**config.mk**
```make
export PLATFORM = sky130hd
export DESIGN_NAME = hazard_control_unit
export DESIGN_NICKNAME = d
export VERILOG_FILES = /design/src/rtl/hazard_control_unit.sv
export SDC_FILE = /design/constraint.sdc
export NUM_CORES = 1
export LEC_CHECK = 0
export BUFFER_PORTS_ARGS = -buffer_cell sky130_fd_sc_hd__buf_4
export CAP_MARGIN = 20
export CELL_PAD_IN_SITES_DETAIL_PLACEMENT = 1
export CELL_PAD_IN_SITES_GLOBAL_PLACEMENT = 1
export CORE_MARGIN = 2
export CORE_UTILIZATION = 33
export CTS_CLUSTER_DIAMETER = 80
export DETAILED_ROUTE_END_ITERATION = 8
export MAX_ROUTING_LAYER = met4
export PLACE_DENSITY = 0.9
export SYNTH_ARGS = -nofsm -noshare
export SYNTH_HDL_FRONTEND = slang
export SYNTH_SLANG_ARGS = --single-unit
```
**constraint.sdc**
```tcl
create_clock -name clk -period 3.82 [get_ports clk]
set_input_delay 0.573 -clock clk [delete_from_list [all_inputs] [get_ports clk]]
set_output_delay 0.573 -clock clk [all_outputs]
set_load 0.01 [all_outputs]
```
**src/rtl/hazard_control_unit.sv**
```systemverilog
// hazard_control_unit
//   Pipeline hazard controller. Detects load-use hazards against the ID/EX
//   register, flushes the front end after a taken branch, and freezes the
//   whole pipeline while memory is busy. A branch seen while frozen is
//   remembered and its flush is applied on the first unfrozen cycle.
//
//   Parameter FLUSH_CYCLES (1..7): cycles PR1 is flushed after a taken branch.
//   Optional macro HAZARD_STATS_EN adds saturating stall/flush counters.
//
//   Ports:
//     clk, rst                        clock, synchronous active-high reset
//     IFID_rs, IFID_rt, IFID_uses_rt  decode-stage sources
//     PR2_RF_write_en, PR2_MEM_read,
//     PR2_rd                          instruction held in ID/EX
//     branch_taken, mem_busy          redirect request, memory not ready
//     PC/PR1/PR2_write_en             register enables (combinational)
//     PR1_flush, PR2_flush            bubble insertion (combinational)
//     hazard_state                    current controller state
//     stall_count, flush_count        statistics (HAZARD_STATS_EN only)
module hazard_control_unit #(
    parameter int unsigned FLUSH_CYCLES = 1
) (
    input  logic        clk,
    input  logic        rst,
    input  logic [2:0]  IFID_rs,
    input  logic [2:0]  IFID_rt,
    input  logic        IFID_uses_rt,
    input  logic        PR2_RF_write_en,
    input  logic        PR2_MEM_read,
    input  logic [2:0]  PR2_rd,
    input  logic        branch_taken,
    input  logic        mem_busy,
    output logic        PC_write_en,
    output logic        PR1_write_en,
    output logic        PR2_write_en,
    output logic        PR1_flush,
    output logic        PR2_flush,
    output logic [1:0]  hazard_state
`ifdef HAZARD_STATS_EN
    ,
    output logic [15:0] stall_count,
    output logic [15:0] flush_count
`endif
);

    localparam int unsigned FCNT_W = 3;
    localparam logic [FCNT_W-1:0] FCNT_RELOAD = FCNT_W'(FLUSH_CYCLES - 1);

    typedef enum logic [1:0] {
        ST_RUN      = 2'd0,
        ST_FLUSH    = 2'd1,
        ST_MEM_WAIT = 2'd2,
        ST_RSVD     = 2'd3
    } state_t;

    state_t             state_q, state_d;
    logic [FCNT_W-1:0]  fcnt_q, fcnt_d;
    logic               pend_br_q, pend_br_d;

    logic load_use;
    logic eval_run, freeze, capture_br, take_branch, step_flush, stall;

    // Load in ID/EX whose destination is read by the instruction in decode.
    assign load_use = PR2_MEM_read & PR2_RF_write_en & (PR2_rd != 3'd0) &
                      ((PR2_rd == IFID_rs) | (IFID_uses_rt & (PR2_rd == IFID_rt)));

    assign hazard_state = state_q;

    // Action selection, then output/next-state decode from the chosen action.
    always_comb begin
        eval_run     = rst;
        freeze       = 1'b0;
        capture_br   = 1'b0;
        take_branch  = 1'b0;
        step_flush   = 1'b0;
        stall        = 1'b0;
        PC_write_en  = 1'b1;
        PR1_write_en = 1'b1;
        PR2_write_en = 1'b1;
        PR1_flush    = 1'b0;
        PR2_flush    = 1'b0;
        state_d      = ST_RUN;
        fcnt_d       = fcnt_q;
        pend_br_d    = pend_br_q;

        // Branch/load-use of the flushed slot are meaningless during FLUSH.
        if (!rst) begin
            case (state_q)
                ST_FLUSH: begin
                    if (mem_busy) freeze = 1'b1;
                    else          step_flush = 1'b1;
                end
                ST_MEM_WAIT: begin
                    if (mem_busy) begin
                        freeze     = 1'b1;
                        capture_br = branch_taken;
                    end else if (pend_br_q) begin
                        take_branch = 1'b1;
                    end else if (fcnt_q != '0) begin
                        step_flush = 1'b1;
                    end else begin
                        eval_run = 1'b1;
                    end
                end
                default: eval_run = 1'b1;
            endcase
        end

        if (eval_run) begin
            if (mem_busy) begin
                freeze     = 1'b1;
                capture_br = branch_taken;
            end else if (branch_taken) begin
                take_branch = 1'b1;
            end else if (load_use) begin
                stall = 1'b1;
            end
        end

        if (freeze) begin
            PC_write_en  = 1'b0;
            PR1_write_en = 1'b0;
            PR2_write_en = 1'b0;
            state_d      = ST_MEM_WAIT;
            pend_br_d    = pend_br_q | capture_br;
        end

        if (take_branch) begin
            PR1_flush = 1'b1;
            PR2_flush = 1'b1;
            pend_br_d = 1'b0;
            if (FLUSH_CYCLES <= 1) begin
                fcnt_d  = '0;
                state_d = ST_RUN;
            end else begin
                fcnt_d  = FCNT_RELOAD;
                state_d = ST_FLUSH;
            end
        end

        if (step_flush) begin
            PR1_flush = 1'b1;
            if (fcnt_q <= FCNT_W'(1)) begin
                fcnt_d  = '0;
                state_d = ST_RUN;
            end else begin
                fcnt_d  = fcnt_q - FCNT_W'(1);
                state_d = ST_FLUSH;
            end
        end

        if (stall) begin
            PC_write_en  = 1'b0;
            PR1_write_en = 1'b0;
            PR2_flush    = 1'b1;
        end
    end

    // Controller state registers.
    always_ff @(posedge clk) begin
        if (rst) begin
            state_q   <= ST_RUN;
            fcnt_q    <= '0;
            pend_br_q <= 1'b0;
        end else begin
            state_q   <= state_d;
            fcnt_q    <= fcnt_d;
            pend_br_q <= pend_br_d;
        end
    end

`ifdef HAZARD_STATS_EN
    logic [15:0] stall_count_q, stall_count_d;
    logic [15:0] flush_count_q, flush_count_d;

    // Saturating event counters.
    always_comb begin
        stall_count_d = stall_count_q;
        flush_count_d = flush_count_q;
        if (!PC_write_en && (stall_count_q != 16'hFFFF))
            stall_count_d = stall_count_q + 16'd1;
        if (take_branch && (flush_count_q != 16'hFFFF))
            flush_count_d = flush_count_q + 16'd1;
    end

    always_ff @(posedge clk) begin
        if (rst) begin
            stall_count_q <= '0;
            flush_count_q <= '0;
        end else begin
            stall_count_q <= stall_count_d;
            flush_count_q <= flush_count_d;
        end
    end

    assign stall_count = stall_count_q;
    assign flush_count = flush_count_q;
`endif

endmodule

```
==> results.rst, run 1 <==
.. list-table::
   :header-rows: 1

   * - Metric
     - Value
   * - Worst Hold Depth
     - 2
   * - Area used by multi-input combinational logic
     - 360 um^2
   * - Transition time at the pin with the least slew margin
     - 0.347 ns
   * - Vias in the first global route
     - 547
   * - Die span in x
     - 43.6 um
   * - Post-CTS setup repair buffer count
     - 0
   * - Power Density
     - 236 mW/mm^2
   * - Outcome
     - finished, final reports clean
   * - Placer Congestion
     - 0.819
   * - Cts bufs inserted
     - 3
   * - Maximum vdd drop
     - 137 uV
   * - RSZ-0062 raised after global routing
     - false
   * - Post-synthesis instance area
     - 518 um^2
   * - Reg-to-reg slack, setup
     - 2.10 ns
   * - Number of gates resized after cts
     - 0
   * - Pre-CTS setup slack
     - 1.66 ns
   * - Drt first-iter violations
     - 5
   * - Worst min-delay path class
     - reg -> reg
   * - Post-layout worst setup margin
     - 1.47 ns
   * - Clk Tree Root Cell
     - sky130_fd_sc_hd__clkbuf_4
   * - Final Skew
     - 0.00305 ns
   * - Clock transition at path regs
     - 0.04 ns
   * - TritonCTS clock tree
     - yes
   * - First drt pass iteration count
     - 2
   * - Worst-skew pair later-pin latency
     - 0.24 ns
   * - Cell type contributing the most total cell area after synthesis
     - sky130_fd_sc_hd__dfxtp_1
   * - Buffers added on ports
     - 22
   * - Antenna violations before repair
     - 0
   * - Sequential area share after synthesis
     - 0.232
   * - First-pass GRT wire length
     - 2290 um
   * - Total via count after detailed routing
     - 563
   * - Commonest register cell after synthesis
     - sky130_fd_sc_hd__dfxtp_1
   * - Hold-critical path endpoint
     - fcnt_q[1]
   * - FF/Latch Area
     - 120 um^2
   * - Minimum clock period after layout
     - 2.35 ns
   * - Finished Core Util
     - 0.482
   * - Filler cell count
     - 197
   * - Fmax
     - 425 MHz
   * - Portion of synthesized cell area occupied by the leading cell type
     - 0.232
   * - Type of destination of the critical path
     - primary output
   * - Final setup TNS
     - 0 ns
   * - Mapped Avg Cell Area
     - 7.51 um^2
   * - Post-synthesis async set-or-reset flop share
     - 0
   * - Net count after synthesis
     - 90
   * - Critical R2R Launch
     - hazard_state[0]
   * - Top cells by area in the synthesized netlist
     - sky130_fd_sc_hd__dfxtp_1 (23%), sky130_fd_sc_hd__ha_1 (12%), sky130_fd_sc_hd__xnor2_1 (6.8%), sky130_fd_sc_hd__nor2_1 (6.5%), sky130_fd_sc_hd__inv_1 (5.8%)
   * - All-Layer GR Usage
     - 0.162
   * - Synth warnings
     - 0
   * - Post-detailed-route wirelength per cell
     - 12.1 um
   * - Worst slew slack as a fraction of its limit
     - 0.766
   * - Largest net degree at the start of global routing
     - 8
   * - Area grow syn2layout
     - 38.6%
   * - Leak
     - 0.346 nW
   * - I/O Pins
     - 23
   * - Leftover overflow at the end of global routing
     - 0
   * - Worst Min Path Start
     - fcnt_q[1]
   * - Max Transition Viols Final
     - 0
   * - Count of flip-flops with a built-in enable after synthesis
     - 0
   * - Cells on worst reg2reg path
     - 7
   * - CP Data Required Time
     - 3.25 ns
   * - Most frequent cells in the layout
     - sky130_fd_sc_hd__buf_4 (22), sky130_fd_sc_hd__nor2_1 (9), sky130_fd_sc_hd__inv_1 (8), sky130_fd_sc_hd__nand2_1 (8), sky130_fd_sc_hd__dfxtp_1 (6)
   * - CP Max Fanout
     - 5
   * - Post-synthesis sequential element count
     - 6
   * - Setup violations, final
     - 0
   * - Endpoint of the worst-slack reg-to-reg timing path
     - fcnt_q[2]
   * - Final period util
     - 0.616
   * - Layout cell share with drive strength beyond 1
     - 0.301
   * - Die ar.
     - 0.00190 mm^2
   * - Clock sink count
     - 6
   * - Number of diodes
     - 0
   * - H-tree levels
     - 1
   * - Maximum capacitance violations
     - 0
   * - Final Hold Fails
     - 0
   * - Initial standard-cell utilization of the core
     - 0.348
   * - Data arrival time of the critical path
     - 1.78 ns
   * - Remaining DRCs
     - 0
   * - Vias per cell
     - 5.17
   * - Count of mapped cells out of synthesis
     - 69
   * - Area of the core
     - 0.00149 mm^2
   * - Final wirelength
     - 1320 um
   * - Path type of the worst setup path
     - reg -> out
   * - Post-CTS Hold Buffers
     - 0
   * - Number of routed nets with antenna violations
     - 0
   * - Crit start category
     - flop
   * - Most common library cell in the layout ignoring fill and taps
     - sky130_fd_sc_hd__buf_4
   * - Final-stage net count
     - 116
   * - CTS Buffer Depth
     - 2
   * - Height of the chip
     - 43.6 um
   * - Number of unique standard cell types used by synthesis
     - 29
   * - Half-perimeter wire length of the detailed placement result
     - 1140 um
   * - Total power of the final layout
     - 169 uW
   * - # rows
     - 14
-- power breakdown --
| part | switching, mW | internal, mW |
|---|---|---|
| clock network | 0.0210 | 0.0354 |
| registers | 0.00121 | 0.0642 |
| logic | 0.0216 | 0.0258 |
-- cells by family (layout without fill, tap and decap cells) --
logic type,Yosys count,in the layout,synth area share
adders and majority gates,5,5,0.121
DFF,6,6,0.232
AOI/OAI and AO/OA,14,14,0.200
and+or+nand+nor,31,31,0.307
xor gates and xnor gates,4,4,0.0676
buffers and inverters,9,33,0.0725
-- worst max-delay path by stage --
stage	start	to	slack, ns	cells after the start
after floorplan	hazard_state[1]	PR1_write_en	1.84	6
after global placement	mem_busy	PC_write_en	1.68	5
after detailed placement	mem_busy	PR1_write_en	1.66	5
after CTS	hazard_state[0]	PR1_write_en	1.45	7
after global routing	hazard_state[0]	PR1_write_en	1.32	7
final	hazard_state[0]	PR1_write_en	1.47	7
-- critical path, stage by stage (launching register included) --
cell	delay, ns
sky130_fd_sc_hd__dfxtp_1	0.32
sky130_fd_sc_hd__inv_1	0.06
sky130_fd_sc_hd__ha_1	0.22
sky130_fd_sc_hd__inv_1	0.08
sky130_fd_sc_hd__o41ai_1	0.37
sky130_fd_sc_hd__nand3_1	0.15
sky130_fd_sc_hd__and2_1	0.19
sky130_fd_sc_hd__buf_4	0.14
-- flip-flops by register name (all words and copies together), names as in the netlist --
name          flops
fcnt_q            3
hazard_state      2
pend_br_q         1
-- metal layers --
metal | global-route usage | part of all wire | vias to the layer above
li1 | - | - | 289
met2 | 0.291 | 0.53 | 10
met4 | 0.0727 | 0 | 0
met1 | 0.175 | 0.42 | 264
met5 | - | 0 | -
met3 | 0.0167 | 0.041 | 0
-- metrics by stage --
stage | instance area [um^2] | hold slack (ns) | instances
2_1_floorplan | 518 | 0.425 | 69
3_3_place_gp | 696 | 0.440 | 106
3_5_place_dp | 696 | 0.444 | 106
4_1_cts | 718 | 0.454 | 109
5_1_grt | 718 | 0.476 | 109
6_report | 718 | 0.449 | 109
-- Yosys cell counts, types with 2 or more instances --
library cell              n
sky130_fd_sc_hd__nand2_1  8
sky130_fd_sc_hd__nor2_1   9
sky130_fd_sc_hd__nand3_1  2
sky130_fd_sc_hd__o21ai_1  2
sky130_fd_sc_hd__dfxtp_1  6
sky130_fd_sc_hd__inv_1    8
sky130_fd_sc_hd__and2_1   3
sky130_fd_sc_hd__o21ai_0  3
sky130_fd_sc_hd__xnor2_1  4
sky130_fd_sc_hd__ha_1     5
-- area by class of cell --
class / count / share of cell area
sequential: 6 / 0.167
tap: 16 / 0.0279
inverter: 8 / 0.0418
multi-input combinational: 54 / 0.502
clock buffer: 3 / 0.0314
timing repair buffer: 22 / 0.230
Note: power is estimated with default switching activity, not from simulation.
==> run 2, diff against run 1 <==
--- a/config.mk
+++ b/config.mk
@@ -10,11 +10,11 @@
 export CELL_PAD_IN_SITES_DETAIL_PLACEMENT = 1
 export CELL_PAD_IN_SITES_GLOBAL_PLACEMENT = 1
 export CORE_MARGIN = 2
-export CORE_UTILIZATION = 33
+export CORE_UTILIZATION = 27
 export CTS_CLUSTER_DIAMETER = 80
 export DETAILED_ROUTE_END_ITERATION = 8
 export MAX_ROUTING_LAYER = met4
-export PLACE_DENSITY = 0.9
+export PLACE_DENSITY = 0.8
 export SYNTH_ARGS = -nofsm -noshare
 export SYNTH_HDL_FRONTEND = slang
 export SYNTH_SLANG_ARGS = --single-unit
==> constraint.sdc (replaced) <==
create_clock -name clk -period 2 [get_ports clk]
set_input_delay 0.3 -clock clk [delete_from_list [all_inputs] [get_ports clk]]
set_output_delay 0.3 -clock clk [all_outputs]
set_load 0.01 [all_outputs]
==> run 2 against run 1 <==
Against the previous run: worst hold slack got worse by 0.16 ns; sequential power increased by 93%; sequential share of layout area down 1.9 points; clock skew is 0.0014 ns lower; flip-flop and latch count unchanged; critical path depth unchanged; register-to-register slack got worse by 2.0 ns.
==> results.rst, run 2 (synthesis results as in run 1) <==
.. list-table::
   :header-rows: 1

   * - Metric
     - Value
   * - Reg-to-reg slack, setup
     - 0.09 ns (-2.01 ns)
   * - Filler cell count
     - 220 (+12%)
   * - Setup violations, final
     - 0 (unchanged)
   * - Largest net degree at the start of global routing
     - 8 (unchanged)
   * - Minimum clock period after layout
     - 1.97 ns
   * - Number of diodes
     - 0 (unchanged)
   * - Area grow syn2layout
     - 63.3%
   * - RSZ-0062 raised after global routing
     - true
   * - Final period util
     - 0.984
   * - Vias in the first global route
     - 584 (+6.8%)
   * - Vias per cell
     - 4.84 (-6.3%)
   * - Die ar.
     - 0.00228 mm^2 (+20%)
   * - Antenna violations before repair
     - 0 (unchanged)
   * - Most common library cell in the layout ignoring fill and taps
     - sky130_fd_sc_hd__buf_4
   * - Half-perimeter wire length of the detailed placement result
     - 1170 um (+2.6%)
   * - Worst Min Path Start
     - rst
   * - Final-stage net count
     - 123 (+6.0%)
   * - Worst min-delay path class
     - in -> reg
   * - Hold-critical path endpoint
     - hazard_state[1]
   * - Top register by number of flip-flops
     - fcnt_q
   * - Hold slack final
     - 0.288 ns (-0.161 ns)
   * - Most frequent cells in the layout
     - sky130_fd_sc_hd__buf_4 (28), sky130_fd_sc_hd__nor2_1 (8), sky130_fd_sc_hd__nand2_1 (8)
   * - Post-CTS Hold Buffers
     - 0 (unchanged)
   * - Transition time at the pin with the least slew margin
     - 0.272 ns (-0.0752 ns)
   * - Clock transition at path regs
     - 0.05 ns (about the same)
   * - Clk Tree Root Cell
     - sky130_fd_sc_hd__clkbuf_4
   * - Post-detailed-route wirelength per cell
     - 14.1 um (+17%)
   * - Maximum capacitance violations
     - 0 (unchanged)
   * - Cells on worst reg2reg path
     - 9 (+2)
   * - Endpoint of the worst-slack reg-to-reg timing path
     - fcnt_q[1]
   * - Remaining DRCs
     - 0 (unchanged)
   * - First drt pass iteration count
     - 4 (+2)
   * - Maximum vdd drop
     - 282 uV (+110%)
   * - # rows
     - 15 (+1)
   * - Outcome
     - finished, final reports clean
   * - Total power of the final layout
     - 347 uW (+110%)
   * - Finished Core Util
     - 0.479 (-0.00292)
   * - CTS Buffer Depth
     - 2 (unchanged)
   * - Layout cell share with drive strength beyond 1
     - 0.490 (+0.189)
   * - Path type of the worst setup path
     - reg -> out
   * - Buffers added on ports
     - 22 (unchanged)
   * - Leftover overflow at the end of global routing
     - 0 (unchanged)
   * - First-pass GRT wire length
     - 2620 um (+14%)
   * - Die span in x
     - 47.8 um (+9.6%)
   * - Worst-skew pair later-pin latency
     - 0.24 ns (about the same)
   * - Final setup TNS
     - 0 ns (unchanged)
   * - H-tree levels
     - 1 (unchanged)
   * - Initial standard-cell utilization of the core
     - 0.294 (-0.0543)
   * - Worst Hold Depth
     - 2 (unchanged)
   * - All-Layer GR Usage
     - 0.171 (+0.00946)
   * - Area used by multi-input combinational logic
     - 413 um^2 (+15%)
   * - Area of the core
     - 0.00176 mm^2 (+18%)
   * - Power Density
     - 411 mW/mm^2 (+74%)
   * - Data arrival time of the critical path
     - 1.67 ns (-0.11 ns)
   * - Total via count after detailed routing
     - 605 (+7.5%)
   * - Type of destination of the critical path
     - primary output
   * - FF/Latch Area
     - 125 um^2 (+4.2%)
   * - Height of the chip
     - 47.8 um (+9.6%)
   * - Final Skew
     - 0.00165 ns (-0.00140 ns)
   * - Critical R2R Launch
     - fcnt_q[0]
   * - Crit start category
     - flop
   * - Number of routed nets with antenna violations
     - 0 (unchanged)
   * - Clock sink count
     - 6 (unchanged)
   * - I/O Pins
     - 23 (unchanged)
   * - Final Hold Fails
     - 0 (unchanged)
   * - Drt first-iter violations
     - 6 (+1)
   * - Placer Congestion
     - 0.751 (-8.2%)
   * - TritonCTS clock tree
     - yes
   * - Cts bufs inserted
     - 3 (unchanged)
   * - Final wirelength
     - 1770 um (+34%)
   * - Leak
     - 0.390 nW (+13%)
   * - Fmax
     - 508 MHz
   * - CP Max Fanout
     - 3 (-2)
   * - Source of the critical timing path
     - fcnt_q[0]
   * - Max Transition Viols Final
     - 0 (unchanged)
   * - CP Data Required Time
     - 1.70 ns (-1.55 ns)
   * - Flip-flop count of the largest register, all copies and words added
     - 3 (unchanged)
   * - Worst slew slack as a fraction of its limit
     - 0.817 (+0.0508)
## run 2: worst max-delay path, cell delays in order, from the launching register on
cell	delay [ns]
sky130_fd_sc_hd__dfxtp_2	0.35
sky130_fd_sc_hd__inv_4	0.05
sky130_fd_sc_hd__ha_4	0.15
sky130_fd_sc_hd__and4b_1	0.18
sky130_fd_sc_hd__a211o_1	0.33
sky130_fd_sc_hd__a211oi_2	0.16
sky130_fd_sc_hd__nor2_1	0.06
sky130_fd_sc_hd__buf_4	0.14
## run 2: per-stage QoR
stage	setup WS, ns	cells	instance area [um^2]
global route	-0.0495	125	846
CTS	0.00427	122	797
detailed placement	0.179	115	707
finish	0.0329	125	846
global placement	0.202	115	707
floorplan	0.294	69	518
## run 2: metal layers
layer / share of wire / global-route usage
met1: 0.42 / 0.203
met4: 0 / 0
met5: 0 / -
met2: 0.54 / 0.299
met3: 0.036 / 0.0566
## run 2: how the worst max path moves through the flow
stage | to | slack [ns] | depth (start not counted)
CTS | PR1_flush | 0.004 | 7
floorplan | PR1_write_en | 0.29 | 6
finish | PR1_flush | 0.03 | 7
global placement | PR1_flush | 0.20 | 7
detailed placement | PR1_flush | 0.18 | 7
global route | PR2_flush | -0.05 | 7
## run 2: area by class of cell
cell class                      count  share of cell area
Clock buffer                        3              0.0266
Tap cell                           25              0.0370
Sequential cell                     6               0.148
Multi-Input combinational cell     54               0.488
Inverter                            8              0.0385
Timing Repair Buffer               29               0.262
## run 2: power by group
| part | leakage (nW) | total, mW | internal [mW] | switching [mW] |
|---|---|---|---|---|
| sequential | 0.0506 | 0.126 | 0.123 | 0.00310 |
| clock | 0.0138 | 0.112 | 0.0679 | 0.0443 |
| combinational | 0.325 | 0.109 | 0.0607 | 0.0485 |
| total | 0.390 | 0.347 | 0.251 | 0.0959 |
## run 2: repair_timing
| action | in CTS | in global routing |
|---|---|---|
| gates resized for setup | 12 | 7 |
| pin swaps | 4 | 4 |
| endpoints found under the setup margin | 4 | 4 |
| buffers inserted | 4 | 3 |
==> run 3, diff against run 2 <==
--- a/config.mk
+++ b/config.mk
@@ -10,11 +10,11 @@
 export CELL_PAD_IN_SITES_DETAIL_PLACEMENT = 1
 export CELL_PAD_IN_SITES_GLOBAL_PLACEMENT = 1
 export CORE_MARGIN = 2
-export CORE_UTILIZATION = 27
+export CORE_UTILIZATION = 33
 export CTS_CLUSTER_DIAMETER = 80
 export DETAILED_ROUTE_END_ITERATION = 8
 export MAX_ROUTING_LAYER = met4
-export PLACE_DENSITY = 0.8
+export PLACE_DENSITY = 0.9
 export SYNTH_ARGS = -nofsm -noshare
 export SYNTH_HDL_FRONTEND = slang
 export SYNTH_SLANG_ARGS = --single-unit
==> constraint.sdc (replaced) <==
create_clock -name clk -period 2.4 [get_ports clk]
set_input_delay 0.36 -clock clk [delete_from_list [all_inputs] [get_ports clk]]
set_output_delay 0.36 -clock clk [all_outputs]
set_load 0.01 [all_outputs]
==> run 3 against run 2 <==
Against the previous run: design area shrank 15%; clock power shrank 17%; wire length shrank 26%; worst hold slack gained 0.043 ns; global-route usage is essentially flat; critical path depth is the same; setup slack gained 0.25 ns.
==> results.rst, run 3 (synthesis results as in run 1) <==
.. list-table::
   :header-rows: 1

   * - Metric
     - Value
   * - Outcome
     - finished, final reports clean
   * - CTS Buffer Depth
     - 2 (unchanged)
   * - Area of the core
     - 0.00149 mm^2 (-16%)
   * - Hold slack final
     - 0.331 ns (+0.0429 ns)
   * - Post-detailed-route wirelength per cell
     - 12.1 um (-15%)
   * - Vias in the first global route
     - 545 (-6.7%)
   * - Path type of the worst setup path
     - reg -> out
   * - Setup violations, final
     - 0 (unchanged)
   * - Layout cell share with drive strength beyond 1
     - 0.301 (-0.189)
   * - CP Data Required Time
     - 2.04 ns (+0.34 ns)
   * - Vias per cell
     - 5.15 (+6.3%)
   * - Buffers added on ports
     - 22 (unchanged)
   * - Worst-skew pair later-pin latency
     - 0.25 ns (about the same)
   * - Fin cells
     - 109 (-13%)
   * - Number of gates resized after cts
     - 0 (-12)
   * - Height of the chip
     - 43.6 um (-8.7%)
   * - # rows
     - 14 (-1)
   * - Die span in x
     - 43.6 um (-8.7%)
   * - Post-CTS setup repair buffer count
     - 0 (-4)
   * - Flip-flop count of the largest register, all copies and words added
     - 3 (unchanged)
   * - Drt first-iter violations
     - 0 (-6)
   * - Remaining DRCs
     - 0 (unchanged)
   * - Clock sink count
     - 6 (unchanged)
   * - Data arrival time of the critical path
     - 1.76 ns (+0.09 ns)
   * - Clock transition at path regs
     - 0.05 ns (about the same)
   * - Total via count after detailed routing
     - 561 (-7.3%)
   * - Die ar.
     - 0.00190 mm^2 (-17%)
   * - H-tree levels
     - 1 (unchanged)
   * - Antenna violations before repair
     - 0 (unchanged)
   * - Crit start category
     - flop
   * - Final Hold Fails
     - 0 (unchanged)
   * - Most common library cell in the layout ignoring fill and taps
     - sky130_fd_sc_hd__buf_4
   * - Clk Tree Root Cell
     - sky130_fd_sc_hd__clkbuf_4
   * - Worst min-delay path class
     - in -> reg
   * - TritonCTS clock tree
     - yes
   * - Post-route design area
     - 718 um^2 (-15%)
   * - Post-layout worst setup margin
     - 0.284 ns (+0.251 ns)
   * - First drt pass iteration count
     - 1 (-3)
   * - Final Skew
     - 0.00324 ns (+0.00159 ns)
   * - Initial standard-cell utilization of the core
     - 0.348 (+0.0543)
   * - Leak
     - 0.346 nW (-11%)
   * - RSZ-0062 raised after global routing
     - false
   * - Minimum clock period after layout
     - 2.12 ns
   * - Area grow syn2layout
     - 38.6%
   * - Transition time at the pin with the least slew margin
     - 0.311 ns (+0.0395 ns)
   * - Worst slew slack as a fraction of its limit
     - 0.793 (-0.0239)
   * - Placer Congestion
     - 0.767 (+2.1%)
   * - All-Layer GR Usage
     - 0.171 (+0.000202)
   * - Post-detailed-placement cell area
     - 696 um^2 (-1.6%)
   * - First-pass GRT wire length
     - 2250 um (-14%)
   * - Maximum vdd drop
     - 183 uV (-35%)
   * - Fmax
     - 473 MHz
   * - Final wirelength
     - 1310 um (-26%)
   * - Top register by number of flip-flops
     - fcnt_q
   * - Cts bufs inserted
     - 3 (unchanged)
   * - Number of routed nets with antenna violations
     - 0 (unchanged)
   * - Maximum capacitance violations
     - 0 (unchanged)
   * - Pre-CTS setup slack
     - 0.525 ns (+0.347 ns)
   * - Final-stage net count
     - 116 (-5.7%)
   * - Power Density
     - 379 mW/mm^2 (-7.7%)
   * - Filler cell count
     - 194 (-12%)
   * - Type of destination of the critical path
     - primary output
   * - Number of diodes
     - 0 (unchanged)
   * - I/O Pins
     - 23 (unchanged)
   * - Max Transition Viols Final
     - 0 (unchanged)
   * - Final setup TNS
     - 0 ns (unchanged)
   * - Leftover overflow at the end of global routing
     - 0 (unchanged)
   * - Half-perimeter wire length of the detailed placement result
     - 1110 um (-5.2%)
   * - Most frequent cells in the layout
     - sky130_fd_sc_hd__buf_4 (22), sky130_fd_sc_hd__nor2_1 (9), sky130_fd_sc_hd__inv_1 (8), sky130_fd_sc_hd__nand2_1 (8), sky130_fd_sc_hd__dfxtp_1 (6)
   * - DP Cell Count
     - 106 (-7.8%)
   * - Final period util
     - 0.882
   * - CP Max Fanout
     - 5 (+2)
   * - Post-CTS Hold Buffers
     - 0 (unchanged)
   * - Largest net degree at the start of global routing
     - 8 (unchanged)
[run 3: cell count changes in the layout (fill, tap and decap cells not counted), moves of 2 or more]
cell                      before  now
sky130_fd_sc_hd__ha_1          2    5
sky130_fd_sc_hd__buf_4        28   22
sky130_fd_sc_hd__inv_1         5    8
sky130_fd_sc_hd__dfxtp_2       4    0
sky130_fd_sc_hd__dfxtp_1       2    6
sky130_fd_sc_hd__ha_4          2    0
sky130_fd_sc_hd__inv_2         2    0
[run 3: final timing paths]
| check | start | cells past startpoint | slack [ns] | end |
|---|---|---|---|---|
| setup / recovery | hazard_state[0] | 7 | 0.28 | PR1_flush |
| hold / removal | rst | 2 | 0.33 | pend_br_q |
| hold reg to reg | fcnt_q[1] | 2 | 0.46 | fcnt_q[1] |
| setup reg to reg | hazard_state[0] | 7 | 0.68 | fcnt_q[1] |
[run 3: stage by stage]
step	util	power, mW
final	0.482	0.272
after global routing	0.482	0.294
after CTS	0.482	0.280
after detailed placement	0.467	0.181
after global placement	0.467	0.179
after floorplan	-	0.141
[run 3: where the power goes]
group | switching (mW) | internal [mW] | total, mW | leakage [nW]
logic | 0.0338 | 0.0410 | 0.0748 | 0.283
registers | 0.00198 | 0.102 | 0.104 | 0.0488
clock network | 0.0366 | 0.0566 | 0.0931 | 0.0138
total | 0.0723 | 0.200 | 0.272 | 0.346
[run 3: worst max-delay path, cell delays in order, from the launching register on]
cell                       delay (ns)
sky130_fd_sc_hd__dfxtp_1         0.34
sky130_fd_sc_hd__inv_1           0.05
sky130_fd_sc_hd__ha_1            0.24
sky130_fd_sc_hd__and3b_1         0.17
sky130_fd_sc_hd__a211o_1         0.31
sky130_fd_sc_hd__a211oi_1        0.19
sky130_fd_sc_hd__nor2_1          0.07
sky130_fd_sc_hd__buf_4           0.14
[run 3: cell type report]
cell class | instances | area (um^2) | area share
inverter | 8 | 30.0 | 0.0418
clock buffer | 3 | 22.5 | 0.0314
timing repair buffer | 22 | 165 | 0.230
tap | 16 | 20.0 | 0.0279
sequential | 6 | 120 | 0.167
multi-input combinational | 54 | 360 | 0.502
[run 3: metal layers]
metal	track usage	wire length (um)	up-vias
met2	0.288	712	12
met3	0.0792	61	2
li1	-	-	289
met1	0.162	532	258
met4	0.0848	8	0
met5	-	0	-
